**src/rtl/pipe_data_select_pkg.sv**
```systemverilog
// Shared defaults for the pipelined data-select block.
package pipe_data_select_pkg;

  localparam int DEF_WIDTH  = 5;
  localparam int DEF_NUM_IN = 3;
  localparam int DEF_SEL_W  = 2;
  localparam int CNT_W      = 16;

endpackage

```
**src/rtl/pipe_sel_mux.sv**
```systemverilog
// Combinational NUM_IN:1 channel selector; out-of-range selects yield zero and flag an error.
module pipe_sel_mux #(
  parameter int WIDTH  = 5,
  parameter int NUM_IN = 3,
  parameter int SEL_W  = 2
) (
  input  logic [SEL_W-1:0]        i_sel,
  input  logic [NUM_IN*WIDTH-1:0] i_data,
  output logic [WIDTH-1:0]        o_data,
  output logic                    o_err
);

  always_comb begin
    o_data = '0;
    for (int k = 0; k < NUM_IN; k++) begin
      if (i_sel == SEL_W'(k)) begin
        o_data = i_data[k*WIDTH +: WIDTH];
      end
    end
  end

  assign o_err = (32'(i_sel) >= NUM_IN);

endmodule

```
**src/rtl/pipe_data_select.sv**
```systemverilog
// Pipelined channel select with an output register plus one skid entry (2-beat FIFO).
// Handshakes: a beat moves on a rising edge where valid && ready; in_ready is registered.
module pipe_data_select
  import pipe_data_select_pkg::*;
#(
  parameter int WIDTH  = DEF_WIDTH,
  parameter int NUM_IN = DEF_NUM_IN,
  parameter int SEL_W  = DEF_SEL_W
) (
  input  logic                    CLK,
  input  logic                    Reset,
  input  logic                    flush,
  input  logic                    in_valid,
  output logic                    in_ready,
  input  logic [SEL_W-1:0]        sel,
  input  logic [NUM_IN*WIDTH-1:0] data,
  output logic                    out_valid,
  input  logic                    out_ready,
  output logic [WIDTH-1:0]        result,
  output logic                    sel_err,
  output logic [CNT_W-1:0]        beat_cnt
);

  logic             r_out_valid;
  logic [WIDTH-1:0] r_out_data;
  logic             r_out_err;
  logic             r_skid_valid;
  logic [WIDTH-1:0] r_skid_data;
  logic             r_skid_err;
  logic [CNT_W-1:0] r_beat_cnt;

  logic [WIDTH-1:0] w_mux_data;
  logic             w_mux_err;
  logic             w_accept;
  logic             w_deliver;
  logic             w_out_free;

  pipe_sel_mux #(
    .WIDTH (WIDTH),
    .NUM_IN(NUM_IN),
    .SEL_W (SEL_W)
  ) u_sel_mux (
    .i_sel (sel),
    .i_data(data),
    .o_data(w_mux_data),
    .o_err (w_mux_err)
  );

  assign w_accept   = in_valid && !r_skid_valid;
  assign w_deliver  = r_out_valid && out_ready;
  assign w_out_free = !r_out_valid || w_deliver;

  always_ff @(posedge CLK) begin
    if (Reset) begin
      r_out_valid  <= 1'b0;
      r_out_data   <= '0;
      r_out_err    <= 1'b0;
      r_skid_valid <= 1'b0;
      r_skid_data  <= '0;
      r_skid_err   <= 1'b0;
      r_beat_cnt   <= '0;
    end else begin
      if (w_deliver) begin
        r_beat_cnt <= r_beat_cnt + 1'b1;
      end
      if (flush) begin
        r_out_valid  <= 1'b0;
        r_skid_valid <= 1'b0;
      end else if (w_out_free) begin
        // Skid has priority when OUT frees up; in_ready was low so nothing new arrives.
        if (r_skid_valid) begin
          r_out_valid  <= 1'b1;
          r_out_data   <= r_skid_data;
          r_out_err    <= r_skid_err;
          r_skid_valid <= 1'b0;
        end else if (w_accept) begin
          r_out_valid <= 1'b1;
          r_out_data  <= w_mux_data;
          r_out_err   <= w_mux_err;
        end else begin
          r_out_valid <= 1'b0;
        end
      end else if (w_accept) begin
        r_skid_valid <= 1'b1;
        r_skid_data  <= w_mux_data;
        r_skid_err   <= w_mux_err;
      end
    end
  end

  assign in_ready  = !r_skid_valid;
  assign out_valid = r_out_valid;
  assign result    = r_out_data;
  assign sel_err   = r_out_err;
  assign beat_cnt  = r_beat_cnt;

endmodule

```
**config.mk**
```make
export PLATFORM = sky130hd
export DESIGN_NAME = pipe_data_select
export DESIGN_NICKNAME = d
export VERILOG_FILES = /design/src/rtl/pipe_data_select_pkg.sv /design/src/rtl/pipe_sel_mux.sv /design/src/rtl/pipe_data_select.sv
export SDC_FILE = /design/constraint.sdc
export NUM_CORES = 1
export LEC_CHECK = 0
export CORE_MARGIN = 4
export CORE_UTILIZATION = 41
export DETAILED_ROUTE_END_ITERATION = 8
export GPL_ROUTABILITY_DRIVEN = 0
export PLACE_DENSITY = 0.78
export SETUP_SLACK_MARGIN = 0.1
export SYNTH_ARGS = -nofsm -noshare
export SYNTH_HDL_FRONTEND = slang
export SYNTH_SLANG_ARGS = --single-unit
export TNS_END_PERCENT = 20
```
**constraint.sdc**
```tcl
create_clock -name CLK -period 1.98 [get_ports CLK]
set_clock_uncertainty 0.1 [all_clocks]
set_input_delay 0.396 -clock CLK [delete_from_list [all_inputs] [get_ports CLK]]
set_output_delay 0.396 -clock CLK [all_outputs]
set_load 0.02 [all_outputs]
```
==> results.sh <==
export IMPL_crit_path_max_incr_delay_ns=0.63
export IMPL_clk_latency_ns=0.34
export IMPL_insertedDiodeCount=0
export IMPL_reg2reg_depth=5
export IMPL_peakVddDrop_mv=0.376
export IMPL_antenna_left=0
export IMPL_finalSetupViolations=0
export IMPL_critPathArrivalTime_ns=1.38
export IMPL_wl_per_cell_um=12.1
export IMPL_placementRows=21
export IMPL_worstMarginPinSlew_ns=0.363
export IMPL_initial_core_util_pct=42.2
export IMPL_netlist_area_mm2=0.00141
export IMPL_end_kind="output pin"
export IMPL_status="completed"
export IMPL_grt_pass1_wl_um=5570
export IMPL_path_buf_inv=1
export IMPL_yosys_area_top_type="dfxtp_1"
export IMPL_rsz0062_at_grt="yes"
export IMPL_cts_max_path_buffers=2
export IMPL_vias=1329
export IMPL_path_max_fanout=5
export IMPL_slowest_stage="clkdlybuf4s50_1"
export IMPL_wl_um=3240
export IMPL_ios=46
export IMPL_worstSetupPathType="register to output pin"
export IMPL_period_share_pct=94.8
export IMPL_syn_area_per_cell_um2=8.53
export IMPL_min_period_ns=1.88
export IMPL_dp_cells=260
export IMPL_drive_gt1_share_pct=15.8
export IMPL_firstDrtPassIters=4
export IMPL_power_density_mw_per_mm2=546
export IMPL_hold_viol=0
export IMPL_relSlewSlack_pct=75.8
export IMPL_drtIter0Drc=52
export IMPL_ys_types=30
export IMPL_clkTransAtPathRegs_ns=0.10
export IMPL_die_w_um=66.6
export IMPL_track_usage_pct=16.5
export IMPL_avgViaCountPerCell=4.96
export IMPL_ys_seq_area_share_pct=42.7
export IMPL_min_path_type="register to register"
export IMPL_grt_pass1_vias=1297
export IMPL_antenna_found_initial=0
export IMPL_area_growth_pct=47.3
export IMPL_crit_family="buffers and inverters"
export IMPL_synth_cells=165
export IMPL_r2r_end="beat_cnt[14]"
export IMPL_holdCritStartpoint="result[0]"
export IMPL_yosysMostFrequentCell="dfxtp_1"
export IMPL_p_leak_nw=0.705
export IMPL_clock_sinks=30
export IMPL_synth_edff_count=0
export IMPL_cts_max_level=2
export IMPL_r2r_start="beat_cnt[0]"
export IMPL_cp_depth=1
export IMPL_drv_cap=0
export IMPL_cts_buffers=5
export IMPL_cts_root_buf="clkbuf_4"
export IMPL_cts_tree="done"
export IMPL_hold_depth=2
export IMPL_drc=0
export IMPL_yosysWarnings=0
export IMPL_path_cells="clkdlybuf4s50_1"
export IMPL_core_area_mm2=0.00334
export IMPL_synth_commonest_cells="dfxtp_1 (30), nor2_1 (15), a21oi_1 (14)"
export IMPL_worstPathRequired_ns=1.48
export IMPL_synth_seq_cells=30
export IMPL_grt_max_degree=19
export IMPL_final_nets=244
export IMPL_drv_slew=0
export IMPL_synthFlopType="dfxtp_1"
export IMPL_r2r_setup_slack_ns=0.20
export IMPL_hold_path_end="result[0]"
export IMPL_max_freq_mhz=533
export IMPL_synth_fp_nets=188
export IMPL_dp_hpwl_um=2450
export IMPL_grt_overflow=0
export IMPL_synth_async_reset_ratio_pct=0
export IMPL_startpoint_type="register"
export IMPL_dieHeight_um=66.6
export IMPL_die_area_mm2=0.00443
export IMPL_yosys_top_cells_area="dfxtp_1 (43%), mux2i_1 (7.1%), a21oi_1 (5.0%)"
export IMPL_whs_ns=0.358
export IMPL_final_cells=268
export IMPL_yosys_area_top_type_share_pct=42.7
export IMPL_port_buffers=45
[power by group]
| group | internal [mW] | switching [mW] | leakage [nW] |
|---|---|---|---|
| logic | 0.0776 | 0.0609 | 0.425 |
| clock network | 0.175 | 0.203 | 0.0326 |
| registers | 0.609 | 0.00618 | 0.247 |
[layer usage]
metal / vias to the layer above / track usage, % / routed length [µm]
met5: - / 0 / 0
met4: 0 / 9.64 / 82
met2: 28 / 25.2 / 1530
met1: 601 / 20.8 / 1470
li1: 691 / - / -
met3: 9 / 3.88 / 150
[flip-flops by register name (all words and copies together) (netlist names)]
name,flops
beat_cnt,16
out_valid,1
r_skid_data,5
r_skid_err,1
r_skid_valid,1
result,5
sel_err,1
[area by class of cell]
| class | count | area, µm² |
|---|---|---|
| Fill cell | 307 | 1260 |
| Multi-Input combinational cell | 121 | 776 |
| Clock buffer | 8 | 58.8 |
| Sequential cell | 30 | 617 |
| Inverter | 6 | 22.5 |
| Tap cell | 46 | 57.6 |
| Timing Repair Buffer | 57 | 542 |
[per-stage QoR]
stage	util (%)	power [mW]	setup WS (ns)	setup TNS (ns)	instance area [µm²]
finish	62.1	1.13	0.103	0	2070
detailed placement	59.9	0.770	-0.400	-4.16	2000
floorplan	-	0.688	0.101	0	1430
CTS	61.9	1.15	0.0742	0	2060
global route	62.1	1.19	0.0520	0	2070
global placement	59.9	0.767	-0.396	-4.00	2000
[worst max path at each step]
stage                               to          from
after floorplan           beat_cnt[15]   beat_cnt[2]
after global placement    beat_cnt[15]     out_ready
after detailed placement  beat_cnt[15]     out_ready
after CTS                 beat_cnt[10]  beat_cnt[10]
after global routing       beat_cnt[9]   beat_cnt[9]
final                      beat_cnt[9]   beat_cnt[9]
[placed cells by master, fill, tap and decap left out, drive strengths merged]
master / count
clkdlybuf4s50: 43
dfxtp: 30
nor2: 15
a21oi: 14
o21ai: 12
buf: 12
mux2i: 10
nand2: 10
or3: 8
clkbuf: 8
nand3: 7
nor3: 7
inv: 6
nand2b: 6
xnor2: 5
nand3b: 5
o211ai: 5
xor2: 2
a211oi: 2
nand4: 2
or4: 2
or2b: 1
and2b: 1
and3: 1
nor4: 1
nor4b: 1
nor2b: 1
or2: 1
mux2: 1
ha: 1
dlygate4sd2: 1
dlymetal6s2s: 1
[logic make-up (layout without fill, tap and decap cells)]
family	Yosys count	after routing	share of synthesized area, %
muxes	11	11	7.91
xor gates and xnor gates	7	7	4.36
buffers and inverters	14	71	3.82
AOI/OAI and AO/OA	33	33	13.0
DFF	30	30	42.7
and+or+nand+nor	69	69	27.4
adders and majority gates	1	1	0.889
[tightest hold or removal path, stage by stage, from the launching register on]
cell	delay, ns
dfxtp_1	0.31
nand2_1	0.05
a21oi_1	0.05
[what timing repair did]
| item | CTS | global route |
|---|---|---|
| hold buffers | 0 | 0 |
| setup buffers | 0 | 0 |
| endpoints found under the setup margin | 8 | 14 |
| gates resized for setup | 3 | 3 |
| pin swaps | 0 | 0 |
Power figures use the tool's default switching activity.
